## src/rtl/apb3_fabric_master_pkg.sv

```systemverilog
// Shared APB3 fabric-master types: FSM state encoding, default bus widths and
// request/response records used by fabric-side requesters.
package apb3_fabric_master_pkg;

   localparam int APB_ADDR_W = 32;
   localparam int APB_DATA_W = 32;

   typedef enum logic [1:0] {
      ST_IDLE   = 2'd0,
      ST_SETUP  = 2'd1,
      ST_ACCESS = 2'd2
   } apb_state_e;

   typedef struct packed {
      logic                  write;
      logic [APB_ADDR_W-1:0] addr;
      logic [APB_DATA_W-1:0] wdata;
   } apb_req_t;

   typedef struct packed {
      logic [APB_DATA_W-1:0] rdata;
      logic                  err;
      logic                  timeout;
   } apb_rsp_t;

   // Width of a counter that must hold 0..limit; never narrower than one bit.
   function automatic int cnt_width(input int limit);
      return (limit > 0) ? $clog2(limit + 1) : 1;
   endfunction

endpackage

```

## src/rtl/apb3_fabric_master.sv

```systemverilog
// Fabric-side APB3 initiator: one request in, one APB3 transfer out, one response pulse back,
// with every ACCESS phase bounded by a PREADY timeout.
module apb3_fabric_master
   import apb3_fabric_master_pkg::*;
#(
   parameter int ADDR_W  = APB_ADDR_W,
   parameter int DATA_W  = APB_DATA_W,
   parameter int TIMEOUT = 255
) (
   input  logic              PCLK,
   input  logic              PRESET,
   // Request side: a request transfers on a rising edge where req_valid && req_ready.
   // req_ready is high only in IDLE; the requester holds req_valid and req_* until then.
   input  logic              req_valid,
   output logic              req_ready,
   input  logic              req_write,
   input  logic [ADDR_W-1:0] req_addr,
   input  logic [DATA_W-1:0] req_wdata,
   output logic              rsp_valid,
   output logic [DATA_W-1:0] rsp_rdata,
   output logic              rsp_err,
   output logic              rsp_timeout,
   output logic              PSEL,
   output logic              PENABLE,
   output logic              PWRITE,
   output logic [ADDR_W-1:0] PADDR,
   output logic [DATA_W-1:0] PWDATA,
   input  logic [DATA_W-1:0] PRDATA,
   input  logic              PREADY,
   input  logic              PSLVERR,
   output apb_state_e        dbg_state
);

   localparam int              CNT_W     = cnt_width(TIMEOUT);
   localparam logic [CNT_W-1:0] CNT_LIMIT = CNT_W'(TIMEOUT);
   localparam logic [CNT_W-1:0] CNT_SAT   = {CNT_W{1'b1}};

   apb_state_e        state, state_d;
   logic [CNT_W-1:0]  cnt, cnt_d, cnt_inc;
   logic              req_ready_d;
   logic              psel_d, penable_d, pwrite_d;
   logic [ADDR_W-1:0] paddr_d;
   logic [DATA_W-1:0] pwdata_d;
   logic              rsp_valid_d, rsp_err_d, rsp_timeout_d;
   logic [DATA_W-1:0] rsp_rdata_d;

   // Saturating so a disabled timeout (TIMEOUT=0) with a long stall never wraps.
   assign cnt_inc   = (cnt == CNT_SAT) ? cnt : cnt + CNT_W'(1);
   assign dbg_state = state;

   always_comb begin
      state_d       = state;
      cnt_d         = cnt;
      req_ready_d   = req_ready;
      psel_d        = PSEL;
      penable_d     = PENABLE;
      pwrite_d      = PWRITE;
      paddr_d       = PADDR;
      pwdata_d      = PWDATA;
      rsp_valid_d   = 1'b0;
      rsp_rdata_d   = rsp_rdata;
      rsp_err_d     = rsp_err;
      rsp_timeout_d = rsp_timeout;

      case (state)
         ST_IDLE: begin
            if (req_valid && req_ready) begin
               pwrite_d    = req_write;
               paddr_d     = req_addr;
               pwdata_d    = req_wdata;
               psel_d      = 1'b1;
               penable_d   = 1'b0;
               req_ready_d = 1'b0;
               cnt_d       = '0;
               state_d     = ST_SETUP;
            end
         end

         ST_SETUP: begin
            penable_d = 1'b1;
            state_d   = ST_ACCESS;
         end

         ST_ACCESS: begin
            // PREADY wins over a timeout landing on the same cycle.
            if (PREADY) begin
               psel_d        = 1'b0;
               penable_d     = 1'b0;
               rsp_valid_d   = 1'b1;
               rsp_err_d     = PSLVERR;
               rsp_timeout_d = 1'b0;
               rsp_rdata_d   = PWRITE ? '0 : PRDATA;
               req_ready_d   = 1'b1;
               state_d       = ST_IDLE;
            end else begin
               cnt_d = cnt_inc;
               if ((TIMEOUT != 0) && (cnt_inc == CNT_LIMIT)) begin
                  psel_d        = 1'b0;
                  penable_d     = 1'b0;
                  rsp_valid_d   = 1'b1;
                  rsp_err_d     = 1'b1;
                  rsp_timeout_d = 1'b1;
                  rsp_rdata_d   = '0;
                  req_ready_d   = 1'b1;
                  state_d       = ST_IDLE;
               end
            end
         end

         default: begin
            psel_d      = 1'b0;
            penable_d   = 1'b0;
            req_ready_d = 1'b1;
            state_d     = ST_IDLE;
         end
      endcase
   end

   always_ff @(posedge PCLK) begin
      if (PRESET) begin
         state       <= ST_IDLE;
         cnt         <= '0;
         req_ready   <= 1'b1;
         PSEL        <= 1'b0;
         PENABLE     <= 1'b0;
         PWRITE      <= 1'b0;
         PADDR       <= '0;
         PWDATA      <= '0;
         rsp_valid   <= 1'b0;
         rsp_rdata   <= '0;
         rsp_err     <= 1'b0;
         rsp_timeout <= 1'b0;
      end else begin
         state       <= state_d;
         cnt         <= cnt_d;
         req_ready   <= req_ready_d;
         PSEL        <= psel_d;
         PENABLE     <= penable_d;
         PWRITE      <= pwrite_d;
         PADDR       <= paddr_d;
         PWDATA      <= pwdata_d;
         rsp_valid   <= rsp_valid_d;
         rsp_rdata   <= rsp_rdata_d;
         rsp_err     <= rsp_err_d;
         rsp_timeout <= rsp_timeout_d;
      end
   end

endmodule

```

## config.mk

```make
export PLATFORM = sky130hd
export DESIGN_NAME = apb3_fabric_master
export DESIGN_NICKNAME = d
export VERILOG_FILES = /design/src/rtl/apb3_fabric_master_pkg.sv /design/src/rtl/apb3_fabric_master.sv
export SDC_FILE = /design/constraint.sdc
export NUM_CORES = 1
export LEC_CHECK = 0
export ABC_AREA = 1
export BUFFER_PORTS_ARGS = -buffer_cell sky130_fd_sc_hd__buf_2
export CORE_ASPECT_RATIO = 1.25
export CORE_MARGIN = 5
export CORE_UTILIZATION = 38
export DETAILED_ROUTE_END_ITERATION = 10
export HOLD_SLACK_MARGIN = 0.08
export PLACE_DENSITY = 0.74
export SYNTH_ARGS = -nofsm -noshare
export SYNTH_HDL_FRONTEND = slang
export SYNTH_SLANG_ARGS = --single-unit
```

## constraint.sdc

```tcl
create_clock -name PCLK -period 1.9 [get_ports PCLK]
set_clock_uncertainty 0.15 [all_clocks]
set_input_delay 0.38 -clock PCLK [delete_from_list [all_inputs] [get_ports PCLK]]
set_output_delay 0.38 -clock PCLK [all_outputs]
set_load 0.01 [all_outputs]
```

==> qor.txt, run 1 <==
status = complete, but fails checks
failing checks = setup timing
P per Cell Area = 847.1 nW/µm²
gp weighted congestion = 0.8345
initial antenna violation count = 0
# Max-Cap Violations = 0
WHS Path Cells = 3
count of different cell masters after synthesis = 27
Synth top area share = 0.5082
DRC = 0
Final setup viols = 37
period utilization = 1.070
min Tclk post-route = 2.034 ns
Crit path top cell by count = nand2_2
Routed WL = 13170 µm
Synth area leader = dfxtp_1
share of cells above drive strength 1 = 0.3870
Synth Flop Type = dfxtp_1
Mapped Area = 4412 µm²
Commonest cells post-synth = 170 x nor2_1, 112 x dfxtp_1, 98 x nand2_1
worst path arrival time = 2.17 ns
Iter 0 DRT Violations = 160
Longest Clk Path Bufs = 2
pin count of the biggest net entering global routing = 47
synthesized net count = 716
Post-DP HPWL = 9176 µm
Via density = 4.698
critical path class = reg2reg
Reg2Reg Setup Slack = -0.13 ns
WP data required = 2.04 ns
Post-synth EDFFs = 0
Fin. Hold Viols = 0
H-tree Lvls = 3
Crit. End Element = flip-flop
Pins Over Slew Limit = 0
1st-pass router iterations = 4
Power, Total = 0.005386 W
number of diodes = 0
Synth Instances = 613
grt ovf = 0
Synth Area in Adders = 0.002836
full die area = 13880 µm²
Post-CTS Hold Fix Bufs = 0
vias in the first global route = 4390
Ports = 207
cell row count = 44
ys async rst share = 0
cells along the critical path = nand2_2 > nor2_2 > nand3_1 > nand2_2 > nand3_2 > nor2_4 > nand2_2 > nand2_2 > nand2_4 > nor2_8 > buf_6 > buf_6 > nand2_2 > nand2_1
register area share after synthesis = 0.5082
clock latency on the worst-skew pair = 0.34 ns
Max Clock Freq = 491.7 MHz
Initial Util = 0.3834
post-synthesis compound-gate area fraction = 0.09529
Top delay family on crit path = simple AND/OR/NAND/NOR gates
via count = 4618
Critical Path Start Type = flip-flop
unrepaired setup endpoints after global routing = yes
CTS Sinks = 112
Synth Area in XOR/XNOR = 0
TritonCTS buffer count = 9
CP max stage delay = 0.41 ns
first-pass GRT wire length = 20320 µm
chip height = 130.5 µm
FF-to-FF Start = cnt[3]
critical hold path startpoint = req_addr[0]
CP max stage cell = dfxtp_2
I/O Buffers = 206
largest family of logic cells by synthesized area = simple AND/OR/NAND/NOR gates
die width = 106.4 µm
worst min path class = in2reg
mux contribution to synthesized area = 0
crit-path max FO = 5
antenna viol nets, final = 0
# fillers = 1095
Least-Margin Pin Slew = 0.3885 ns
LEAKAGE = 3.387 nW
Nets = 943
Buf/Inv on CP = 2
FF-to-FF End = rsp_rdata[24]
CTS clk-pin slew, worst paths = 0.08 ns
area delta synth->final = 44.10%
min setup slack post-route = -0.1336 ns
CTS tree = yes
Root Buffer = clkbuf_16
synth top area cells = dfxtp_1 51%, nor2_1 14%, nand2_1 8.3%, o21ai_0 7.5%, nand3_1 5.1%
Slew HR = 0.7410
cell with the most instances after synthesis = nor2_1
GRT Util Overall = 0.1784
Mapped Avg Cell Area = 7.197 µm²
R2R depth = 14
Ys Warns = 0
register bit count reported by yosys = 112
Hold Path Sink = PADDR[0]
Core Box Area = 11510 µm²
post-synthesis simple-gate area fraction = 0.3162
post-DR wirelength/cell = 13.40 µm
Peak VDD IR = 0.4830 mV
WHS = 0.1050 ns
-- routing by layer --
metal / share of wire / GRT usage
met1: 0.41 / 0.2135
met2: 0.50 / 0.3152
met3: 0.070 / 0.04767
met4: 0.013 / 0.05259
met5: 0 / 0
-- cells in the final DEF, fill, tap and decap left out, drive strengths merged --
master   instances
nand3           46
ha               1
clkinv           2
dfxtp          112
or2              1
o2111ai          1
o21ai           68
nand2          111
buf            253
a21oi           12
nor3             2
inv             49
clkbuf          10
nor2           175
nand4            1
o21bai           1
-- timing repair --
| item | in CTS | in global routing |
|---|---|---|
| pin swaps | 3 | 16 |
| buffers inserted | 9 | 4 |
| endpoints found under the setup margin | 34 | 38 |
| resized for setup | 20 | 33 |
| cloned | 1 | 0 |
-- state kept, by name, indices dropped and copies added, names as in the netlist --
name and cells:
PWRITE 1, rsp_valid 1, rsp_err 1, req_ready 1, PSEL 1, rsp_timeout 1, PWDATA 32, dbg_state 2
cnt 8, rsp_rdata 32, PADDR 32
-- cell type report --
type	count	area, µm²	area share
Clock buffer	10	239.0	0.03759
Clock inverter	6	48.80	0.007676
Sequential cell	112	2252	0.3543
Tap cell	138	172.7	0.02716
Inverter	45	175.2	0.02755
Timing Repair Buffer	253	1474	0.2318
Multi-Input combinational cell	419	1996	0.3139
-- worst max path at each step --
stage | startpoint | endpoint | slack [ns] | depth (start not counted)
detailed placement | cnt[0] | rsp_rdata[10] | -0.09 | 14
finish | cnt[3] | rsp_rdata[24] | -0.13 | 14
floorplan | cnt[0] | rsp_rdata[22] | 0.006 | 14
global placement | cnt[0] | rsp_rdata[20] | -0.03 | 14
CTS | cnt[1] | rsp_rdata[6] | -0.09 | 15
global route | cnt[3] | rsp_rdata[30] | -0.26 | 14
-- per-stage QoR --
| step | area (µm²) | util | setup WS (ns) | cells | TNS (ns) |
|---|---|---|---|---|---|
| floorplan | 4414 | - | 0.006100 | 613 | 0 |
| global placement | 5788 | 0.5030 | -0.02848 | 955 | -0.6105 |
| detailed placement | 5788 | 0.5030 | -0.09026 | 955 | -2.288 |
| CTS | 6247 | 0.5430 | -0.09212 | 981 | -2.395 |
| global route | 6357 | 0.5525 | -0.2572 | 983 | -7.480 |
| finish | 6357 | 0.5525 | -0.1336 | 983 | -2.998 |
-- report_power, final --
group          internal, W  leakage [nW]  switching (W)
clock network     0.000949         0.145       0.000895
registers          0.00253         0.921      0.0000853
logic             0.000387          2.32       0.000542
total              0.00386          3.39        0.00152
-- cells by family (layout without fill, tap and decap cells) --
| group | count (synthesis) | in the layout |
|---|---|---|
| buffers and inverters | 82 | 314 |
| adder cells (fa/ha/maj) | 1 | 1 |
| AND/OR/NAND/NOR | 336 | 336 |
| flip-flops | 112 | 112 |
| AO/OA/AOI/OAI | 82 | 82 |
-- worst register-to-register path: stages (launching register included) --
cell and delay [ns]:
dfxtp_2 0.41, nand2_2 0.12, nor2_2 0.15, nand3_1 0.11, nand2_2 0.10, nand3_2 0.09, nor2_4 0.14, nand2_2 0.08
nand2_2 0.09, nand2_4 0.08, nor2_8 0.13, buf_6 0.12, buf_6 0.11, nand2_2 0.05, nand2_1 0.05
Power figures use the tool's default switching activity.
==> inputs of run 2 (changes only) <==
--- a/config.mk
+++ b/config.mk
@@ -7,12 +7,14 @@
 export LEC_CHECK = 0
 export ABC_AREA = 1
 export BUFFER_PORTS_ARGS = -buffer_cell sky130_fd_sc_hd__buf_2
+export CELL_PAD_IN_SITES_DETAIL_PLACEMENT = 1
+export CELL_PAD_IN_SITES_GLOBAL_PLACEMENT = 2
 export CORE_ASPECT_RATIO = 1.25
 export CORE_MARGIN = 5
-export CORE_UTILIZATION = 38
+export CORE_UTILIZATION = 21
 export DETAILED_ROUTE_END_ITERATION = 10
 export HOLD_SLACK_MARGIN = 0.08
-export PLACE_DENSITY = 0.74
+export PLACE_DENSITY = 0.78
 export SYNTH_ARGS = -nofsm -noshare
 export SYNTH_HDL_FRONTEND = slang
 export SYNTH_SLANG_ARGS = --single-unit
==> qor.txt, run 2 (synthesis gave the netlist of run 1 again) <==
CTS tree = yes
Hold Path Sink = PADDR[4]
1st-pass router iterations = 4 (unchanged)
Comb power frac = 0.177 (+0.005)
min setup slack post-route = -0.1418 ns (-0.008265 ns)
Post-DP HPWL = 10910 µm (+19%)
Post-Layout Cell Count = 1121 (+14%)
share of cells above drive strength 1 = 0.3901 (+0.003089)
via count = 4634 (+0.35%)
Final Util = 0.3186 (-0.2339)
WHS Path Cells = 3 (unchanged)
Ports = 207 (unchanged)
Via density = 4.134 (-12%)
power share of the clock group = 0.342 (about the same)
cells along the critical path = ha_4 > nand3_2 > inv_2 > nand2_4 > nand2_1 > nand3_2 > nor2_2 > nand2_2 > nand2_2 > nand2_4 > nor2_8 > clkbuf_16 > nand2_2 > nand2_1
CTS clk-pin slew, worst paths = 0.08 ns (about the same)
FF-to-FF Start = cnt[1]
Largest regs = PADDR (32), PWDATA (32), rsp_rdata (32)
WP data required = 2.05 ns (about the same)
Sequential Area = 2255 µm² (+0.11%)
Peak VDD IR = 0.3540 mV (-27%)
Reg2Reg Setup Slack = -0.14 ns (about the same)
Finished Cell Area = 6609 µm² (+4.0%)
Internal = 0.003830 W (-0.85%)
NetSw = 0.001598 W (+5.0%)
vias in the first global route = 4825 (+9.9%)
area delta synth->final = 49.80%
most frequent cells in the layout = 206 x buf_2, 169 x nor2_1, 106 x dfxtp_1
gp weighted congestion = 0.8057 (-3.5%)
clock latency on the worst-skew pair = 0.35 ns (about the same)
antenna viol nets, final = 0 (unchanged)
commonest non-fill, non-tap cell in the layout = buf_2
Routed WL = 15510 µm (+18%)
Root Buffer = clkbuf_16
Nets = 944 (+0.11%)
initial antenna violation count = 2 (+2)
pin count of the biggest net entering global routing = 64 (+36%)
die width = 139.6 µm (+31%)
full die area = 24030 µm² (+73%)
CP max stage cell = dfxtp_4
P per Cell Area = 821.4 nW/µm² (-3.0%)
Crit path top cell by count = nand2_2
WHS = 0.09996 ns (-0.005086 ns)
worst min path class = in2reg
worst path arrival time = 2.19 ns (+0.02 ns)
DRC = 0 (unchanged)
status = complete, but fails checks
I/O Buffers = 206 (unchanged)
crit-path max FO = 6 (+1)
Inst Count DP = 1085 (+14%)
min Tclk post-route = 2.042 ns (+0.008265 ns)
first-pass GRT wire length = 24650 µm (+21%)
Pins Over Slew Limit = 0 (unchanged)
period utilization = 1.075 (+0.004350)
dpl cell area = 5926 µm² (+2.4%)
R2R depth = 14 (unchanged)
Max Clock Freq = 489.8 MHz (-0.40%)
# Max-Cap Violations = 0 (unchanged)
TritonCTS buffer count = 9 (unchanged)
chip height = 172.1 µm (+32%)
GRT Util Overall = 0.1260 (-0.05245)
Crit. End Element = flip-flop
Initial Util = 0.2127 (-0.1707)
Setup TNS = -4.299 ns (-1.301 ns)
Fin. Hold Viols = 0 (unchanged)
unrepaired setup endpoints after global routing = yes
Switching Share = 0.2944 (+0.01168)
FF-to-FF End = rsp_rdata[21]
# fillers = 2586 (+140%)
Slew HR = 0.8104 (+0.06943)
LEAKAGE = 3.464 nW (+2.3%)
post-DR wirelength/cell = 13.84 µm (+3.3%)
grt ovf = 0 (unchanged)
Least-Margin Pin Slew = 0.2833 ns (-0.1052 ns)
failing checks = setup timing
critical hold path startpoint = req_addr[4]
critical path class = reg2reg
Iter 0 DRT Violations = 140 (-13%)
Longest Clk Path Bufs = 2 (unchanged)
Critical Path Start Type = flip-flop
CTS Sinks = 112 (unchanged)
cell row count = 59 (+34%)
CP max stage delay = 0.37 ns (-0.04 ns)
area of the multi-input gates = 1999 µm² (+0.19%)
Final setup viols = 35 (-5.4%)
Core Box Area = 20740 µm² (+80%)
Flop pwr share = 0.481 (-0.004)
H-tree Lvls = 3 (unchanged)
[run 2: cell types whose count changed in the layout (fill, tap and decap cells not counted), sizes merged]
cell,previous run,this run
buf,253,241
dlygate4sd3,0,12
diode,0,1
inv,49,47
clkbuf,10,11
clkinvlp,0,2
[run 2: worst max path at each step]
stage / slack (ns) / start / cells after the start / to
finish: -0.14 / cnt[1] / 14 / rsp_rdata[21]
global route: -0.26 / cnt[1] / 14 / rsp_rdata[28]
CTS: -0.13 / cnt[0] / 15 / rsp_rdata[5]
detailed placement: -0.17 / cnt[1] / 14 / rsp_rdata[13]
global placement: -0.09 / cnt[0] / 14 / rsp_rdata[5]
floorplan: 0.006 / cnt[0] / 14 / rsp_rdata[22]
[run 2: layout make-up]
class | count | area share
well taps | 274 | 0.05187
multi-input cells | 419 | 0.3025
repair buffers | 254 | 0.2357
inverters | 45 | 0.02575
clock inverters | 6 | 0.007952
clock buffers | 10 | 0.03465
diodes | 1 | 0.0003786
flip-flops and latches | 112 | 0.3412
[run 2: stage by stage]
stage | worst slack (ns) | power (W)
after floorplan | 0.006100 | 0.003123
after global placement | -0.09202 | 0.003605
after detailed placement | -0.1657 | 0.003610
after CTS | -0.1333 | 0.005569
after global routing | -0.2613 | 0.005764
final | -0.1418 | 0.005428
[run 2: metal layers]
| layer | vias to the layer above | global-route usage | part of all wire |
|---|---|---|---|
| li1 | 2369 | - | - |
| met1 | 2124 | 0.1421 | 0.42 |
| met2 | 126 | 0.2253 | 0.50 |
| met3 | 13 | 0.04647 | 0.069 |
| met4 | 2 | 0.03413 | 0.012 |
| met5 | - | 0 | 0.0013 |
[run 2: repair_timing]
item	4_1_cts	5_1_grt
gates resized for setup	15	57
gates cloned	3	1
hold buffers	12	0
pin swaps	0	14
setup buffers	4	3
hold endpoints to repair	12	0
setup endpoints to repair	36	37
[run 2: power by group through the flow]
stage / sequential (W) / clock (W) / combinational [W]
2_1_floorplan: 0.00275 / 0 / 0.000371
6_report: 0.00261 / 0.00186 / 0.000960
3_5_place_dp: 0.00266 / 0 / 0.000945
4_1_cts: 0.00261 / 0.00198 / 0.000980
5_1_grt: 0.00264 / 0.00204 / 0.00109
3_3_place_gp: 0.00266 / 0 / 0.000944
[run 2: worst max-delay path, delay by kind of cell, from the launching register on]
kind          cells  cell delay (ns)
fa+ha+maj         1             0.16
flops             1             0.37
simple gates     11             1.02
buf+inv           2             0.28
==> inputs of run 3 (changes only) <==
--- a/config.mk
+++ b/config.mk
@@ -13,6 +13,7 @@
 export CORE_MARGIN = 5
 export CORE_UTILIZATION = 21
 export DETAILED_ROUTE_END_ITERATION = 10
+export GPL_TIMING_DRIVEN = 0
 export HOLD_SLACK_MARGIN = 0.08
 export PLACE_DENSITY = 0.78
 export SYNTH_ARGS = -nofsm -noshare
==> qor.txt, run 3 (synthesis gave the netlist of run 1 again) <==
crit-path max FO = 6 (unchanged)
worst min path class = in2reg
Met3 Wirelength = 1245 µm (+17%)
1st-pass router iterations = 4 (unchanged)
full die area = 24030 µm² (unchanged)
CTS clk-pin slew, worst paths = 0.08 ns (about the same)
WHS = 0.09789 ns (-0.002077 ns)
grt ovf = 0 (unchanged)
pin count of the biggest net entering global routing = 21 (-67%)
Longest Clk Path Bufs = 2 (unchanged)
Post-DP HPWL = 12180 µm (+12%)
most frequent cells in the layout = 209 x buf_2, 170 x nor2_1, 104 x dfxtp_1
Routed WL = 16250 µm (+4.8%)
Root Buffer = clkbuf_16
GRT Util Overall = 0.1305 (+0.004578)
I/O Buffers = 206 (unchanged)
Via density = 4.169 (+0.85%)
Largest regs = PADDR (32), PWDATA (32), rsp_rdata (32)
Reg2Reg Setup Slack = -0.20 ns (-0.05 ns)
critical hold path startpoint = req_addr[11]
WP data required = 2.05 ns (about the same)
Initial Util = 0.2127 (unchanged)
Hold Path Sink = PADDR[11]
Ports = 207 (unchanged)
critical path class = reg2reg
post-DR wirelength/cell = 14.22 µm (+2.8%)
chip height = 172.1 µm (unchanged)
FF-to-FF End = rsp_rdata[5]
first-pass GRT wire length = 25190 µm (+2.2%)
failing checks = setup timing
Slew HR = 0.6654 (-0.1450)
CTS Sinks = 112 (unchanged)
Critical Path Start Type = flip-flop
FF-to-FF Start = cnt[1]
Final setup viols = 34 (-2.9%)
area delta synth->final = 50.71%
gp weighted congestion = 0.7410 (-8.0%)
die width = 139.6 µm (unchanged)
cell row count = 59 (unchanged)
DR WL met2 = 8093 µm (+4.4%)
Least-Margin Pin Slew = 0.5000 ns (+0.2167 ns)
via count = 4765 (+2.8%)
DRC = 0 (unchanged)
clock latency on the worst-skew pair = 0.35 ns (about the same)
wl on met1 = 6626 µm (+2.1%)
Crit. End Element = flip-flop
min setup slack post-route = -0.1957 ns (-0.05384 ns)
H-tree Lvls = 3 (unchanged)
R2R depth = 15 (+1)
initial antenna violation count = 1 (-1)
commonest non-fill, non-tap cell in the layout = buf_2
Nets = 966 (+2.3%)
LEAKAGE = 3.410 nW (-1.6%)
Max Clock Freq = 477.2 MHz (-2.6%)
WHS Path Cells = 3 (unchanged)
# Max-Cap Violations = 0 (unchanged)
Core Box Area = 20740 µm² (unchanged)
Iter 0 DRT Violations = 110 (-21%)
Pins Over Slew Limit = 0 (unchanged)
status = complete, but fails checks
P per Cell Area = 830.6 nW/µm² (+1.1%)
share of cells above drive strength 1 = 0.3537 (-0.03638)
CTS tree = yes
Peak VDD IR = 0.3562 mV (+0.61%)
uppermost layer routed = met4
Fin. Hold Viols = 0 (unchanged)
vias in the first global route = 4951 (+2.6%)
min Tclk post-route = 2.096 ns (+0.05384 ns)
unrepaired setup endpoints after global routing = yes
period utilization = 1.103 (+0.02834)
Setup TNS = -5.704 ns (-1.406 ns)
antenna viol nets, final = 0 (unchanged)
worst path arrival time = 2.25 ns (+0.06 ns)
TritonCTS buffer count = 9 (unchanged)
[run 3: stage by stage]
| step | cells | instance area (µm²) | util | worst slack (ns) | total power, W |
|---|---|---|---|---|---|
| 4_1_cts | 1138 | 6480 | 0.3124 | -0.2431 | 0.005644 |
| 3_5_place_dp | 1093 | 5788 | 0.2790 | -0.4973 | 0.003600 |
| 2_1_floorplan | 613 | 4414 | - | 0.006100 | 0.003123 |
| 3_3_place_gp | 1093 | 5788 | 0.2790 | -0.4681 | 0.003590 |
| 5_1_grt | 1143 | 6649 | 0.3205 | -0.3236 | 0.005872 |
| 6_report | 1143 | 6649 | 0.3205 | -0.1957 | 0.005522 |
[run 3: power breakdown]
part           leakage [nW]  switching (W)  internal, W
logic                  2.34       0.000581     0.000390
clock network         0.144       0.000970     0.000962
registers             0.922      0.0000942      0.00252
[run 3: layout make-up]
cell class              count  area (µm²)
inverters                  45       172.7
repair buffers            239        1406
clock inverters             6       56.30
multi-input cells         419        1947
flip-flops and latches    112        2262
clock buffers              10       239.0
plain buffers              37       220.2
diodes                      1       2.502
well taps                 274       342.8
fillers                  2596       14090
[run 3: timing repair]
item	4_1_cts	5_1_grt
buffers inserted	11	2
pin swaps	6	12
hold buffers	16	0
cloned	2	2
resized for setup	36	35
endpoints found under the setup margin	94	77
hold endpoints to repair	16	0
[run 3: metal layers]
| layer | track usage | vias to the layer above |
|---|---|---|
| met4 | 0.04846 | 0 |
| met1 | 0.1448 | 2196 |
| met3 | 0.04592 | 16 |
| met5 | 0 | - |
| li1 | - | 2414 |
| met2 | 0.2318 | 139 |
[run 3: how the worst max path moves through the flow]
| stage | cells after the start | startpoint | endpoint |
|---|---|---|---|
| final | 15 | cnt[1] | rsp_rdata[5] |
| after global routing | 15 | cnt[1] | rsp_rdata[21] |
| after CTS | 16 | cnt[0] | rsp_rdata[21] |
| after detailed placement | 8 | req_valid | PADDR[15] |
| after global placement | 8 | req_valid | PADDR[22] |
| after floorplan | 14 | cnt[0] | rsp_rdata[22] |
[run 3: critical path, cell delays in order, from the launching register on]
cell and delay, ns:
dfxtp_4 0.38, ha_4 0.17, nand3_4 0.10, inv_4 0.10, nand2_8 0.08, o21ai_4 0.07, nand2_1 0.08, nor2_2 0.15
nand2_1 0.10, nand2_2 0.10, nand2_4 0.09, nor2_8 0.12, buf_12 0.14, clkbuf_16 0.14, nand2_1 0.05, nand2_1 0.05
